<file path="config.mk">
export PLATFORM = sky130hd
export DESIGN_NAME = vga_cell_renderer_flat
export DESIGN_NICKNAME = d
export VERILOG_FILES = /design/src/rtl/vga_pkg.sv /design/src/rtl/vga_cell_renderer_if.sv /design/src/rtl/cell_ram.sv /design/src/rtl/vga_cell_renderer.sv /design/src/flat_wrapper.sv
export SDC_FILE = /design/constraint.sdc
export NUM_CORES = 2
export LEC_CHECK = 0
export ABC_AREA = 0
export CORE_ASPECT_RATIO = 0.8
export CORE_MARGIN = 2
export CORE_UTILIZATION = 50
export CTS_CLUSTER_DIAMETER = 50
export DETAILED_ROUTE_END_ITERATION = 16
export PLACE_DENSITY = 0.71
export SYNTH_ARGS = -nofsm -noshare
export SYNTH_HDL_FRONTEND = slang
export SYNTH_SLANG_ARGS = --single-unit
export TNS_END_PERCENT = 10
</file>
<file path="constraint.sdc">
create_clock -name clk -period 7.7 [get_ports clk]
set_input_delay 1.155 -clock clk [delete_from_list [all_inputs] [get_ports clk]]
set_output_delay 1.155 -clock clk [all_outputs]
set_load 0.02 [all_outputs]
</file>
<file path="src/rtl/vga_pkg.sv">
// Shared constants, types and colour helper for the VGA cell renderer.
package vga_pkg;

    localparam int unsigned H_VISIBLE  = 640;
    localparam int unsigned V_VISIBLE  = 480;
    localparam int unsigned CELL_SHIFT = 5;
    localparam int unsigned COLS       = H_VISIBLE >> CELL_SHIFT;
    localparam int unsigned ROWS       = V_VISIBLE >> CELL_SHIFT;
    localparam int unsigned CELLS      = COLS * ROWS;

    typedef logic [7:0] rgb332_t;

    typedef enum logic {CLEAR, RUN} render_state_t;

    // Replicate the top bits so full-scale 3/2-bit values map to 8'hFF.
    function automatic logic [23:0] rgb332_to_rgb888(input rgb332_t c);
        return {c[7:5], c[7:5], c[7:6], c[4:2], c[4:2], c[4:3], {4{c[1:0]}}};
    endfunction

endpackage

</file>
<file path="src/rtl/vga_cell_renderer_if.sv">
// Cell-write request channel into the renderer.
interface vga_cell_renderer_if;
    import vga_pkg::*;

    logic       wr_valid;
    logic       wr_ready;
    logic [8:0] wr_addr;
    rgb332_t    wr_data;

    modport master (output wr_valid, output wr_addr, output wr_data, input wr_ready);
    modport slave (input wr_valid, input wr_addr, input wr_data, output wr_ready);

endinterface

</file>
<file path="src/rtl/cell_ram.sv">
// 300x8 simple dual-port cell RAM, synchronous read-first output.
module cell_ram
    import vga_pkg::*;
(
    input  logic       clk,
    input  logic       reset,
    input  logic       we_i,
    input  logic [8:0] waddr_i,
    input  rgb332_t    wdata_i,
    input  logic [8:0] raddr_i,
    output rgb332_t    rdata_o
);

    localparam logic [8:0] CellsW = 9'(CELLS);

    rgb332_t mem [CELLS];
    rgb332_t rdata_d, rdata_q;

    always_ff @(posedge clk) begin
        if (we_i && (waddr_i < CellsW)) begin
            mem[waddr_i] <= wdata_i;
        end
    end

    // Reads out of range (off-screen rows/columns) return black.
    always_comb begin
        rdata_d = '0;
        if (raddr_i < CellsW) begin
            rdata_d = mem[raddr_i];
        end
    end

    always_ff @(posedge clk or posedge reset) begin
        if (reset) begin
            rdata_q <= '0;
        end else begin
            rdata_q <= rdata_d;
        end
    end

    assign rdata_o = rdata_q;

endmodule

</file>
<file path="src/rtl/vga_cell_renderer.sv">
// Renders a 20x15 grid of 32x32 coloured cells with grid overlay and blinking cursor,
// keeping syncs and enable aligned with the two-stage colour pipeline.
module vga_cell_renderer
    import vga_pkg::*;
#(
    parameter bit          GRID_EN      = 1'b1,
    parameter rgb332_t     GRID_COLOR   = 8'hFF,
    parameter int unsigned BLINK_FRAMES = 30
) (
    input  logic                      clk,
    input  logic                      reset,
    input  logic                      pix_ce,
    input  logic [9:0]                x_in,
    input  logic [9:0]                y_in,
    input  logic                      de_in,
    input  logic                      hsync_in,
    input  logic                      vsync_in,
    vga_cell_renderer_if.slave        wr,
    input  logic [4:0]                cursor_col,
    input  logic [3:0]                cursor_row,
    input  logic                      cursor_en,
    output logic [7:0]                red,
    output logic [7:0]                green,
    output logic [7:0]                blue,
    output logic                      hsync_out,
    output logic                      vsync_out,
    output logic                      de_out,
    output logic                      frame_start
);

    localparam logic [8:0]  CellsW    = 9'(CELLS);
    localparam logic [8:0]  LastCell  = 9'(CELLS - 1);
    localparam logic [15:0] LastFrame = 16'(BLINK_FRAMES - 1);

    render_state_t state_q, state_d;
    logic [8:0]    clr_addr_q, clr_addr_d;
    logic          ram_we;
    logic [8:0]    ram_waddr;
    rgb332_t       ram_wdata;
    rgb332_t       cell_rd;
    logic          ready;

    // Stage 1
    logic [8:0] addr_q, addr_d;
    logic [4:0] xlo_q, xlo_d, ylo_q, ylo_d;
    logic       hit_q, hit_d, de1_q, de1_d, hs1_q, hs1_d, vs1_q, vs1_d;
    // Stage 2
    logic [23:0] rgb_q, rgb_d;
    logic        hs2_q, hs2_d, vs2_q, vs2_d, de2_q, de2_d;
    // Frame / blink
    logic        frame_start_q, frame_start_d;
    logic [15:0] frame_cnt_q, frame_cnt_d;
    logic        blink_q, blink_d;

    logic [8:0] row9, col9, cell_idx;
    rgb332_t    sel;

    always_comb begin
        state_d    = state_q;
        clr_addr_d = clr_addr_q;
        ram_we     = 1'b0;
        ram_waddr  = wr.wr_addr;
        ram_wdata  = wr.wr_data;
        ready      = 1'b0;
        unique case (state_q)
            CLEAR: begin
                ram_we     = 1'b1;
                ram_waddr  = clr_addr_q;
                ram_wdata  = '0;
                clr_addr_d = clr_addr_q + 9'd1;
                if (clr_addr_q == LastCell) begin
                    state_d    = RUN;
                    clr_addr_d = '0;
                end
            end
            RUN: begin
                ready  = 1'b1;
                ram_we = wr.wr_valid && (wr.wr_addr < CellsW);
            end
            default: state_d = CLEAR;
        endcase
    end

    assign wr.wr_ready = ready;

    cell_ram u_cell_ram (
        .clk     (clk),
        .reset   (reset),
        .we_i    (ram_we),
        .waddr_i (ram_waddr),
        .wdata_i (ram_wdata),
        .raddr_i (addr_q),
        .rdata_o (cell_rd)
    );

    always_comb begin
        row9     = {4'b0, y_in[9:5]};
        col9     = {4'b0, x_in[9:5]};
        cell_idx = (row9 << 4) + (row9 << 2) + col9;

        sel = cell_rd;
        if (!de1_q || (state_q == CLEAR)) begin
            sel = '0;
        end else if (GRID_EN && ((xlo_q == 5'd0) || (ylo_q == 5'd0))) begin
            sel = GRID_COLOR;
        end else if (hit_q && blink_q) begin
            sel = ~cell_rd;
        end

        addr_d = addr_q;
        xlo_d  = xlo_q;
        ylo_d  = ylo_q;
        hit_d  = hit_q;
        de1_d  = de1_q;
        hs1_d  = hs1_q;
        vs1_d  = vs1_q;
        rgb_d  = rgb_q;
        hs2_d  = hs2_q;
        vs2_d  = vs2_q;
        de2_d  = de2_q;
        if (pix_ce) begin
            addr_d = cell_idx;
            xlo_d  = x_in[4:0];
            ylo_d  = y_in[4:0];
            hit_d  = cursor_en && (x_in[9:5] == cursor_col) &&
                     (y_in[9:5] == {1'b0, cursor_row});
            de1_d  = de_in;
            hs1_d  = hsync_in;
            vs1_d  = vsync_in;
            rgb_d  = rgb332_to_rgb888(sel);
            hs2_d  = hs1_q;
            vs2_d  = vs1_q;
            de2_d  = de1_q;
        end

        frame_start_d = pix_ce && (x_in == 10'd0) && (y_in == 10'd0);
        frame_cnt_d   = frame_cnt_q;
        blink_d       = blink_q;
        if (frame_start_q) begin
            if (frame_cnt_q == LastFrame) begin
                frame_cnt_d = '0;
                blink_d     = ~blink_q;
            end else begin
                frame_cnt_d = frame_cnt_q + 16'd1;
            end
        end
    end

    always_ff @(posedge clk or posedge reset) begin
        if (reset) begin
            state_q       <= CLEAR;
            clr_addr_q    <= '0;
            addr_q        <= '0;
            xlo_q         <= '0;
            ylo_q         <= '0;
            hit_q         <= 1'b0;
            de1_q         <= 1'b0;
            hs1_q         <= 1'b0;
            vs1_q         <= 1'b0;
            rgb_q         <= '0;
            hs2_q         <= 1'b0;
            vs2_q         <= 1'b0;
            de2_q         <= 1'b0;
            frame_start_q <= 1'b0;
            frame_cnt_q   <= '0;
            blink_q       <= 1'b0;
        end else begin
            state_q       <= state_d;
            clr_addr_q    <= clr_addr_d;
            addr_q        <= addr_d;
            xlo_q         <= xlo_d;
            ylo_q         <= ylo_d;
            hit_q         <= hit_d;
            de1_q         <= de1_d;
            hs1_q         <= hs1_d;
            vs1_q         <= vs1_d;
            rgb_q         <= rgb_d;
            hs2_q         <= hs2_d;
            vs2_q         <= vs2_d;
            de2_q         <= de2_d;
            frame_start_q <= frame_start_d;
            frame_cnt_q   <= frame_cnt_d;
            blink_q       <= blink_d;
        end
    end

    assign red         = rgb_q[23:16];
    assign green       = rgb_q[15:8];
    assign blue        = rgb_q[7:0];
    assign hsync_out   = hs2_q;
    assign vsync_out   = vs2_q;
    assign de_out      = de2_q;
    assign frame_start = frame_start_q;

endmodule

</file>
<file path="src/flat_wrapper.sv">
// flat-port wrapper written by rule: the top's interface ports become plain ports
module vga_cell_renderer_flat import vga_pkg::*;
#(
    parameter bit          GRID_EN      = 1'b1,
    parameter rgb332_t     GRID_COLOR   = 8'hFF,
    parameter int unsigned BLINK_FRAMES = 30
)
  (clk, reset, pix_ce, x_in, y_in, de_in, hsync_in, vsync_in, cursor_col, cursor_row, cursor_en, red, green, blue, hsync_out, vsync_out, de_out, frame_start, wr_wr_valid, wr_wr_addr, wr_wr_data, wr_wr_ready);
  vga_cell_renderer_if wr_i ();
  input  logic clk;
  input  logic reset;
  input  logic pix_ce;
  input  logic [9:0] x_in;
  input  logic [9:0] y_in;
  input  logic de_in;
  input  logic hsync_in;
  input  logic vsync_in;
  input  logic [4:0] cursor_col;
  input  logic [3:0] cursor_row;
  input  logic cursor_en;
  output logic [7:0] red;
  output logic [7:0] green;
  output logic [7:0] blue;
  output logic hsync_out;
  output logic vsync_out;
  output logic de_out;
  output logic frame_start;
  input wire logic [$bits(wr_i.wr_valid)-1:0] wr_wr_valid;
  input wire logic [$bits(wr_i.wr_addr)-1:0] wr_wr_addr;
  input wire logic [$bits(wr_i.wr_data)-1:0] wr_wr_data;
  output wire logic [$bits(wr_i.wr_ready)-1:0] wr_wr_ready;
  assign wr_i.wr_valid = wr_wr_valid;
  assign wr_i.wr_addr = wr_wr_addr;
  assign wr_i.wr_data = wr_wr_data;
  assign wr_wr_ready = wr_i.wr_ready;
  vga_cell_renderer #(.GRID_EN(GRID_EN), .GRID_COLOR(GRID_COLOR), .BLINK_FRAMES(BLINK_FRAMES)) u_core (.clk(clk), .reset(reset), .pix_ce(pix_ce), .x_in(x_in), .y_in(y_in), .de_in(de_in), .hsync_in(hsync_in), .vsync_in(vsync_in), .wr(wr_i), .cursor_col(cursor_col), .cursor_row(cursor_row), .cursor_en(cursor_en), .red(red), .green(green), .blue(blue), .hsync_out(hsync_out), .vsync_out(vsync_out), .de_out(de_out), .frame_start(frame_start));
endmodule
</file>
==> impl_metrics.csv <==
group,metric,value,unit
pwr,pwr-share-comb,7.9,%
timing,slew_headroom,16.12,%
routing,drc,0,
logic_synthesis,async_flop_share,2.834,%
timing,fmax,183.4,MHz
timing,drv_slew,0,
final_layout,drive_gt1_share,23.04,%
floorplan,start_util,50.28,%
routing,wl,265300,µm
placed_design,pre_cts_slack,2326,ps
grt,grt_pass1_wl,373600,µm
floorplan,boundaryPins,83,
timing,setup-tns-final,0,ps
logic_synthesis,ys_ff_latch,2470,
routing,viasPerCell,6.748,
floorplan,fp.dieW,496.0,µm
logic_synthesis,synth_area_per_cell,20.97,µm²
grt,antenna_found_initial,11,
critical_path,start_kind,"register",
cts,clock_latency,880,ps
floorplan,die-area,0.1972,mm²
critical_path,required,8370,ps
logic_synthesis,yosys-top-cells-area,"edfxtp_1, mux4_2, dfrtp_1",
timing,skew,47.81,ps
final_layout,multi_input_area,0.02135,mm²
status,status,"completed",
timing,rsz0062_at_grt,"no",
routing,dr.pass1.iters,6,
cts,cts_buffer_depth,3,
logic_synthesis,synth_nets,4687,
floorplan,rows,144,
final_layout,nNetsFinal,4808,
logic_synthesis,ys_warn_count,0,
logic_synthesis,yosysTopAreaCellShare,74.42,%
timing,period_minus_slack,5453,ps
logic_synthesis,synth_cell_types,72,
placed_design,port_buffers,82,
floorplan,die_y,397.6,µm
logic_synthesis,syn_area,0.09684,mm²
routing,wl_per_cell,35.41,µm
placed_design,dp_hpwl,157800,µm
pwr,switchingPower,6.560,mW
routing,drt-initial-drc-count,9148,
critical_path,worstPathArrival,6130,ps
grt,grt_max_degree,162,
critical_path,path_max_fanout,83,
critical_path,crit_type,"reg -> reg",
cts,cts_buffers,214,
pwr,p_clk_share,39.5,%
logic_synthesis,synth-main-ff-cell,"edfxtp_1",
min_path,min_path_type,"reg -> reg",
pwr,pwr-share-seq,52.6,%
routing,num_vias,50560,
cts,htree_levels,4,
timing,hold_viol,0,
pwr,sw_frac_of_total,23.51,%
cts,cts_setup_buffers,0,
grt,grt_usage,26.90,%
run,cap_violations,0,
pwr,p_leak,27.56,nW
critical_path,cp-end-kind,"register",
pwr,peakVddDrop,0.2036,mV
logic_synthesis,yosysMostFrequentCell,"edfxtp_1",
cts,clk_pin_slew,70,ps
logic_synthesis,yosysSeqAreaShare,76.23,%
pwr,p_per_area,259.7,mW/mm²
grt,grt_overflow_total,0,
pwr,internal_power,21.35,mW
cts,cts_tree,"built",
timing,layout_setup_ws,2247,ps
timing,period_share,70.82,%
floorplan,core-area,0.1926,mm²
logic_synthesis,synth_edf_count,2400,
final_layout,area_delta_synth_final,10.96,%
final_layout,register_area,0.07384,mm²
routing,antenna_left,0,
logic_synthesis,yosys-top-cells-count,"edfxtp_1, mux4_2, nor2_1, nand2_1, clkbuf_1",
logic_synthesis,synthDominantAreaCellType,"edfxtp_1",
cts,post_cts_resized,0,
grt,grt_pass1_vias,47860,
cts,clkSinkCount,2470,
timing,setup_violations,0,
cts,cts_hold_buf,0,
final_layout,nFillCells,13780,
cts,cts-root-buf,"clkbuf_16",
placed_design,gp_congestion,0.9180,
timing,worst_pin_slew,1256,ps
logic_synthesis,netlist_instances,4619,
-- per-stage QoR --
stage	hold slack [ps]	cell area (µm²)	util (%)	cells	total power, mW
after floorplan	441.5	96840	-	4619	16.15
after global placement	462.4	100300	52.08	7078	17.07
after detailed placement	463.3	100300	52.09	7079	17.08
after CTS	475.8	107400	55.78	7486	27.85
after global routing	489.2	107400	55.78	7486	28.48
final	470.8	107500	55.79	7493	27.91
-- power by group through the flow --
stage	Sequential [mW]	Combinational, mW	Clock (mW)
floorplan	14.9	1.29	0
global placement	15.0	2.11	0
detailed placement	15.0	2.12	0
CTS	14.7	2.13	11.1
global route	14.7	2.24	11.6
finish	14.7	2.20	11.0
-- cells by family (layout without fill, tap and decap cells) --
group | Yosys count | in the layout | synth area share (%)
other | 0 | 7 | 0
xor gates and xnor gates | 39 | 39 | 0.3527
and+or+nand+nor | 672 | 672 | 2.986
adders and majority gates | 14 | 14 | 0.1964
AOI/OAI and AO/OA | 359 | 359 | 2.642
DFF | 2470 | 2470 | 76.23
muxes | 751 | 751 | 15.73
buffers and inverters | 314 | 626 | 1.863
-- cells in the final DEF, fill, tap and decap left out, drive strengths merged, types with 19 or more instances in the layout --
cell / count
clkinv: 90
nand2: 136
nor2: 370
nand3: 34
buf: 105
a221oi: 19
o21ai: 33
mux2: 39
nor2b: 26
dfrtp: 70
a22oi: 88
mux4: 613
edfxtp: 2400
mux2i: 99
clkbuf: 269
inv: 43
nor3: 28
bufinv: 24
clkdlybuf4s50: 81
o22ai: 27
a21oi: 65
xnor2: 28
-- layer usage --
| metal | track usage [%] | wire, µm | vias to the layer above | part of all wire [%] |
|---|---|---|---|---|
| li1 | - | - | 19390 | - |
| met1 | 40.37 | 101800 | 26510 | 38 |
| met2 | 37.34 | 114400 | 4144 | 43 |
| met3 | 9.108 | 40360 | 507 | 15 |
| met4 | 8.408 | 8595 | 14 | 3.2 |
| met5 | 0 | 92 | - | 0.035 |
-- critical path: stages, from the launching register on --
cell and delay [ps]:
dfrtp_4 910, buf_12 540, buf_4 720, mux4_2 580
nor2b_1 140, a211oi_1 480, a211oi_1 190, a31oi_1 870
a21oi_1 310, nand3b_1 280
-- flip-flops by register name, indices dropped and copies added, names as in the netlist, 5 cells and up --
signal	cells
u_core.frame_cnt_q	16
u_core.addr_q	9
u_core.u_cell_ram.rdata_o	8
u_core.u_cell_ram.mem	2400
u_core.clr_addr_q	9
u_core.ylo_q	5
u_core.rgb_q	8
u_core.xlo_q	5
-- cell type report --
cell class,instances,share of cell area (%)
diodes,7,0.01630
clock buffers,269,5.340
clock inverters,138,1.285
inverters,33,0.1176
multi-input cells,1835,19.86
flip-flops and latches,2470,68.72
well taps,2555,2.975
repair buffers,186,1.684
-- path summary, 6_finish.rpt --
check | startpoint | end | slack (ps) | depth (start not counted)
worst max-delay path | u_core.addr_q[0] | u_core.u_cell_ram.rdata_o[1] | 2250 | 9
worst min register to register | u_core.frame_cnt_q[15] | u_core.frame_cnt_q[15] | 470 | 1
min in group asynchronous | reset | u_core.xlo_q[3] | 990 | 3
max in group asynchronous | reset | u_core.addr_q[5] | 5810 | 3
worst min-delay path | u_core.frame_cnt_q[15] | u_core.frame_cnt_q[15] | 470 | 1
worst max register to register | u_core.addr_q[0] | u_core.u_cell_ram.rdata_o[1] | 2250 | 9
No activity file was read; power rests on OpenSTA's default activity.
